## src/rtl/alu_dot8_pe_pkg.sv

```systemverilog
// Shared types for the ALU block: header layouts and the dot8 product bundle.
package VX_gpu_pkg;

  localparam int UUID_WIDTH    = 44;
  localparam int NW_WIDTH      = 2;
  localparam int PC_BITS       = 30;
  localparam int NR_BITS       = 6;
  localparam int PID_WIDTH     = 1;
  localparam int NUM_ALU_LANES = 4;
  localparam int DOT8_LATENCY  = 2;

  // Four int8 x int8 products of one lane, carried from S1 to S2.
  typedef logic signed [3:0][15:0] dot8_prod_t;

  typedef struct packed {
    logic [UUID_WIDTH-1:0] uuid;
    logic [NW_WIDTH-1:0]   wid;
    logic [PC_BITS-1:0]    PC;
    logic [NR_BITS-1:0]    rd;
    logic                  wb;
    logic [PID_WIDTH-1:0]  pid;
    logic                  sop;
    logic                  eop;
  } alu_exe_t;

  typedef alu_exe_t alu_res_t;

endpackage

```

## src/rtl/alu_dot8_pe_lane.sv

```systemverilog
// One lane of the dot8 PE: S1 holds the four byte products, S2 holds the
// sign-extended adder-tree sum. Enables come from the shared pipeline control.
module alu_dot8_lane
  import VX_gpu_pkg::*;
#(
  parameter int XLEN = 32
) (
  input  logic            clk,
  input  logic            en1,
  input  logic            en2,
  input  logic            lane_en,
  input  logic [31:0]     rs1,
  input  logic [31:0]     rs2,
  output logic [XLEN-1:0] sum
);

  dot8_prod_t      prod_d, prod_q;
  logic [XLEN-1:0] sum_d, sum_q;
  logic [17:0]     tree;

  always_comb begin
    prod_d = prod_q;
    if (en1) begin
      for (int k = 0; k < 4; k++) begin
        // Inactive lanes load zero products so the sum is zero as well.
        if (lane_en) begin
          prod_d[k] = $signed({{8{rs1[8*k+7]}}, rs1[8*k +: 8]})
                    * $signed({{8{rs2[8*k+7]}}, rs2[8*k +: 8]});
        end else begin
          prod_d[k] = '0;
        end
      end
    end
  end

  always_comb begin
    tree = {{2{prod_q[0][15]}}, prod_q[0]}
         + {{2{prod_q[1][15]}}, prod_q[1]}
         + {{2{prod_q[2][15]}}, prod_q[2]}
         + {{2{prod_q[3][15]}}, prod_q[3]};
    sum_d = sum_q;
    if (en2) begin
      sum_d = {{(XLEN-18){tree[17]}}, tree};
    end
  end

  always_ff @(posedge clk) begin
    prod_q <= prod_d;
    sum_q  <= sum_d;
  end

  assign sum = sum_q;

endmodule

```

## src/rtl/alu_dot8_pe.sv

```systemverilog
// Two-stage packed int8 dot-product PE with per-stage valid/ready so bubbles
// collapse and backpressure holds both stages without loss or reordering.
module alu_dot8_pe
  import VX_gpu_pkg::*;
#(
  parameter int NUM_LANES = NUM_ALU_LANES,
  parameter int XLEN      = 32
) (
  input  logic                      clk,
  input  logic                      reset,
  input  logic                      execute_valid,
  output logic                      execute_ready,
  input  logic [UUID_WIDTH-1:0]     execute_uuid,
  input  logic [NW_WIDTH-1:0]       execute_wid,
  input  logic [PC_BITS-1:0]        execute_PC,
  input  logic [NR_BITS-1:0]        execute_rd,
  input  logic                      execute_wb,
  input  logic [PID_WIDTH-1:0]      execute_pid,
  input  logic                      execute_sop,
  input  logic                      execute_eop,
  input  logic [NUM_LANES-1:0]      execute_tmask,
  input  logic [NUM_LANES*XLEN-1:0] execute_rs1_data,
  input  logic [NUM_LANES*XLEN-1:0] execute_rs2_data,
  output logic                      result_valid,
  input  logic                      result_ready,
  output logic [UUID_WIDTH-1:0]     result_uuid,
  output logic [NW_WIDTH-1:0]       result_wid,
  output logic [PC_BITS-1:0]        result_PC,
  output logic [NR_BITS-1:0]        result_rd,
  output logic                      result_wb,
  output logic [PID_WIDTH-1:0]      result_pid,
  output logic                      result_sop,
  output logic                      result_eop,
  output logic [NUM_LANES-1:0]      result_tmask,
  output logic [NUM_LANES*XLEN-1:0] result_data
);

  logic                 v1_d, v1_q, v2_d, v2_q;
  logic                 en1, en2;
  alu_exe_t             hdr1_d, hdr1_q;
  alu_res_t             hdr2_d, hdr2_q;
  logic [NUM_LANES-1:0] tmask1_d, tmask1_q, tmask2_d, tmask2_q;

  always_comb begin
    en2 = ~v2_q | result_ready;
    en1 = ~v1_q | en2;

    v1_d     = v1_q;
    hdr1_d   = hdr1_q;
    tmask1_d = tmask1_q;
    v2_d     = v2_q;
    hdr2_d   = hdr2_q;
    tmask2_d = tmask2_q;

    if (en1) begin
      v1_d        = execute_valid;
      hdr1_d.uuid = execute_uuid;
      hdr1_d.wid  = execute_wid;
      hdr1_d.PC   = execute_PC;
      hdr1_d.rd   = execute_rd;
      hdr1_d.wb   = execute_wb;
      hdr1_d.pid  = execute_pid;
      hdr1_d.sop  = execute_sop;
      hdr1_d.eop  = execute_eop;
      tmask1_d    = execute_tmask;
    end
    if (en2) begin
      v2_d     = v1_q;
      hdr2_d   = hdr1_q;
      tmask2_d = tmask1_q;
    end
  end

  // Only the valid bits are reset; payload registers are don't-care while invalid.
  always_ff @(posedge clk) begin
    if (reset) begin
      v1_q <= 1'b0;
      v2_q <= 1'b0;
    end else begin
      v1_q <= v1_d;
      v2_q <= v2_d;
    end
    hdr1_q   <= hdr1_d;
    tmask1_q <= tmask1_d;
    hdr2_q   <= hdr2_d;
    tmask2_q <= tmask2_d;
  end

  for (genvar i = 0; i < NUM_LANES; i++) begin : g_lane
    alu_dot8_lane #(
      .XLEN(XLEN)
    ) u_lane (
      .clk    (clk),
      .en1    (en1),
      .en2    (en2),
      .lane_en(execute_tmask[i]),
      .rs1    (execute_rs1_data[i*XLEN +: 32]),
      .rs2    (execute_rs2_data[i*XLEN +: 32]),
      .sum    (result_data[i*XLEN +: XLEN])
    );
  end

  assign execute_ready = en1;
  assign result_valid  = v2_q;
  assign result_uuid   = hdr2_q.uuid;
  assign result_wid    = hdr2_q.wid;
  assign result_PC     = hdr2_q.PC;
  assign result_rd     = hdr2_q.rd;
  assign result_wb     = hdr2_q.wb;
  assign result_pid    = hdr2_q.pid;
  assign result_sop    = hdr2_q.sop;
  assign result_eop    = hdr2_q.eop;
  assign result_tmask  = tmask2_q;

endmodule

```

## config.mk

```make
export PLATFORM = sky130hd
export DESIGN_NAME = alu_dot8_pe
export DESIGN_NICKNAME = d
export VERILOG_FILES = /design/src/rtl/alu_dot8_pe_pkg.sv /design/src/rtl/alu_dot8_pe_lane.sv /design/src/rtl/alu_dot8_pe.sv
export SDC_FILE = /design/constraint.sdc
export NUM_CORES = 2
export LEC_CHECK = 0
export ABC_AREA = 1
export BUFFER_PORTS_ARGS = -buffer_cell sky130_fd_sc_hd__buf_2
export CAP_MARGIN = 10
export CELL_PAD_IN_SITES_DETAIL_PLACEMENT = 1
export CELL_PAD_IN_SITES_GLOBAL_PLACEMENT = 1
export CORE_ASPECT_RATIO = 1.75
export CORE_MARGIN = 1
export CORE_UTILIZATION = 44
export CTS_CLUSTER_DIAMETER = 60
export CTS_CLUSTER_SIZE = 25
export DETAILED_ROUTE_END_ITERATION = 12
export PLACE_DENSITY = 0.84
export SLEW_MARGIN = 20
export SYNTH_ARGS = -nofsm -noshare
export SYNTH_HDL_FRONTEND = slang
export SYNTH_SLANG_ARGS = --single-unit
```

## constraint.sdc

```tcl
create_clock -name clk -period 16.9 [get_ports clk]
set_input_delay 1.69 -clock clk [delete_from_list [all_inputs] [get_ports clk]]
set_output_delay 1.69 -clock clk [all_outputs]
set_load 0.01 [all_outputs]
```

==> flow_metrics.env <==
export IMPL_status="finished clean"
export IMPL_die_w_um=300
export IMPL_relSlewSlack_pct=26.5
export IMPL_place_congestion=0.928
export IMPL_drtIter0Drc=2036
export IMPL_yosys_top_cells_count="2527 x inv_1, 1907 x nand2_1, 956 x fa_1"
export IMPL_synth_area_leaders="fa_1 28%, edfxtp_1 22%, inv_1 14%"
export IMPL_yosys_warnings=0
export IMPL_hold_viol_final=0
export IMPL_avgRoutedWirePerCell_um=18.1
export IMPL_cts_root_buf="clkbuf_16"
export IMPL_synth_adder_area_share_pct=38.7
export IMPL_drt_wl_total_um=197000
export IMPL_synth_xor_area_share_pct=1.94
export IMPL_worst_pin_slew_ns=1.10
export IMPL_post_place_ws_ns=11.02
export IMPL_synthDistinctLibCells=41
export IMPL_grt_use_total_pct=25.5
export IMPL_drive_gt1_share_pct=8.06
export IMPL_synth_compound_area_share_pct=5.29
export IMPL_grt_pass1_vias=62600
export IMPL_crit_arrival_ns=5.59
export IMPL_clk_path_buf_depth=3
export IMPL_slew_violations=0
export IMPL_rsz0062_at_grt="no"
export IMPL_cts_hold_buf=0
export IMPL_vdd_ir_drop_max_v=0.000113
export IMPL_hp_class="register to register"
export IMPL_min_delay_path_depth=0
export IMPL_drc_errors=0
export IMPL_setup_tns_ns=0
export IMPL_syn_num_nets=10400
export IMPL_clk_latency_ns=0.67
export IMPL_cts_setup_buffers=0
export IMPL_synth_simple_gate_area_share_pct=15.8
export IMPL_worstPathMaxFanout=8
export IMPL_cts_buffers=43
export IMPL_synth_flop_cell="edfxtp_1"
export IMPL_routed_via_count=54400
export IMPL_period_share_pct=30.9
export IMPL_yosysTopAreaCell="fa_1"
export IMPL_coreArea_um2=155000
export IMPL_power_density_nw_per_um2=179
export IMPL_maxCapViolCount=0
export IMPL_nets=10700
export IMPL_cp_start_kind="input port"
export IMPL_layout_setup_ws_ns=11.68
export IMPL_die_h_um=524
export IMPL_post_cts_resized=0
export IMPL_fmax_mhz=192
export IMPL_finalPower_mw=13.3
export IMPL_grt_overflow_total=0
export IMPL_hpwl_um=169000
export IMPL_cp_required_ns=17.27
export IMPL_start_util_pct=44.3
export IMPL_antenna_found_initial=41
export IMPL_area_growth_pct=8.30
export IMPL_routed_via_density=5.02
export IMPL_synth_top_area_share_pct=27.9
export IMPL_htree_levels=2
export IMPL_syn_area_um2=68600
export IMPL_io_pins=570
export IMPL_die_area_um2=157000
export IMPL_ant_nets=0
export IMPL_rows=191
export IMPL_ys_seq_area_share_pct=22.3
export IMPL_synth_edf_count=508
export IMPL_worstSetupPathType="input port to register"
export IMPL_synth_top_family_by_area="adder cells"
export IMPL_worstRegToRegCells=18
export IMPL_leakage_nw=43.1
export IMPL_end_kind="register"
export IMPL_finalSetupViolCount=0
export IMPL_synth_seq_cells=510
export IMPL_synth_async_sr_flop_share_pct=0
export IMPL_whs_ns=0.420
export IMPL_cts_tree="built"
export IMPL_synth_most_common_cell="inv_1"
export IMPL_synthCells=8461
export IMPL_grt_start_max_net_pins=79
export IMPL_place_port_buffers=569
export IMPL_path_clk_slew_ns=0.09
export IMPL_firstDrtPassIters=5
export IMPL_clkSinkCount=510
export IMPL_fin_worst_skew_ns=0.0495
export IMPL_grt_pass1_wl_um=318000
export IMPL_synthMuxAreaShare_pct=0
export IMPL_postSynthAreaPerCell_um2=8.10
export IMPL_period_needed_ns=5.22
export IMPL_n_fill_cell=19000
cell type report:
cell class,count,area (um^2),area share [%]
Tap cell,2026,2530,3.41
Inverter,2531,9500,12.8
Timing Repair Buffer,580,2930,3.95
Clock buffer,48,1090,1.47
Clock inverter,32,478,0.644
Sequential cell,510,15300,20.6
Antenna cell,23,57.6,0.0775
Multi-Input combinational cell,5097,42400,57.0
cells in the final DEF (no fill, tap or decap), types with 8 or more instances in the layout:
cell / count
o21ai_1: 17
nand2_1: 1906
o21bai_1: 22
a21o_1: 25
a21oi_1: 384
buf_4: 11
nand3_2: 9
edfxtp_1: 508
or2_2: 23
nor3_1: 10
a21boi_0: 12
o21ai_0: 185
ha_1: 592
xnor2_1: 83
inv_16: 8
nand3b_1: 16
nor2_1: 457
nand3_1: 271
buf_2: 569
o21a_1: 15
clkbuf_16: 43
inv_1: 2527
xor2_1: 69
fa_1: 956
diode_2: 23
layer usage:
layer	wire [um]	vias up	global-route usage, %
met4	9260	20	11.3
met5	133	-	0
met1	65900	27200	24.9
met2	112000	1209	52.0
li1	-	25400	-
met3	9190	491	3.44
critical path, stage by stage:
cell,delay (ns)
buf_2,0.17
nand2_1,0.15
fa_1,0.78
inv_1,0.12
fa_1,0.52
inv_1,0.06
fa_1,0.51
inv_1,0.06
fa_1,0.45
ha_1,0.33
a21o_1,0.17
nor2_1,0.12
nand2_1,0.07
nor2_1,0.14
nand3_1,0.09
nand2_1,0.08
nor2_1,0.05
state kept, by name, indices dropped and copies added, names as in the netlist:
register              count
g_lane.u_lane.prod_q    256
g_lane.u_lane.sum        72
hdr1_q                   86
result_PC                30
result_eop                1
result_pid                1
result_rd                 6
result_sop                1
result_tmask              4
result_uuid              44
result_valid              1
result_wb                 1
result_wid                2
tmask1_q                  4
v1_q                      1
cell families (layout without fill, tap and decap cells):
logic type	Yosys count	in the layout
AOI/OAI and AO/OA	675	675
xor gates and xnor gates	152	152
adders and majority gates	1548	1548
buffers and inverters	2854	3191
DFF	510	510
other	0	23
and+or+nand+nor	2722	2722
power by group:
part	total [mW]	internal, mW	switching (mW)	leakage (nW)
logic	9.91	3.50	6.41	36.7
clock network	1.14	0.537	0.601	0.751
registers	2.25	2.05	0.196	5.62
total	13.3	6.09	7.21	43.1
metrics by stage:
stage          util (%)  cells  area [um^2]
4_1_cts            48.0  10800        74200
3_5_place_dp       47.0  10700        72600
2_1_floorplan         -   8461        68600
3_3_place_gp       47.0  10700        72600
5_1_grt            48.0  10800        74200
6_report           48.0  10800        74200
path summary, 6_finish.rpt:
path | from | end | slack (ns)
max | execute_rs2_data[50] | g_lane[1].u_lane.prod_q[47] | 11.68
min | hdr1_q[47] | result_uuid[5] | 0.42
max reg2reg | g_lane[3].u_lane.prod_q[0] | g_lane[3].u_lane.sum[17] | 12.66
min reg2reg | hdr1_q[47] | result_uuid[5] | 0.42
(Power assumes the default switching activity.)
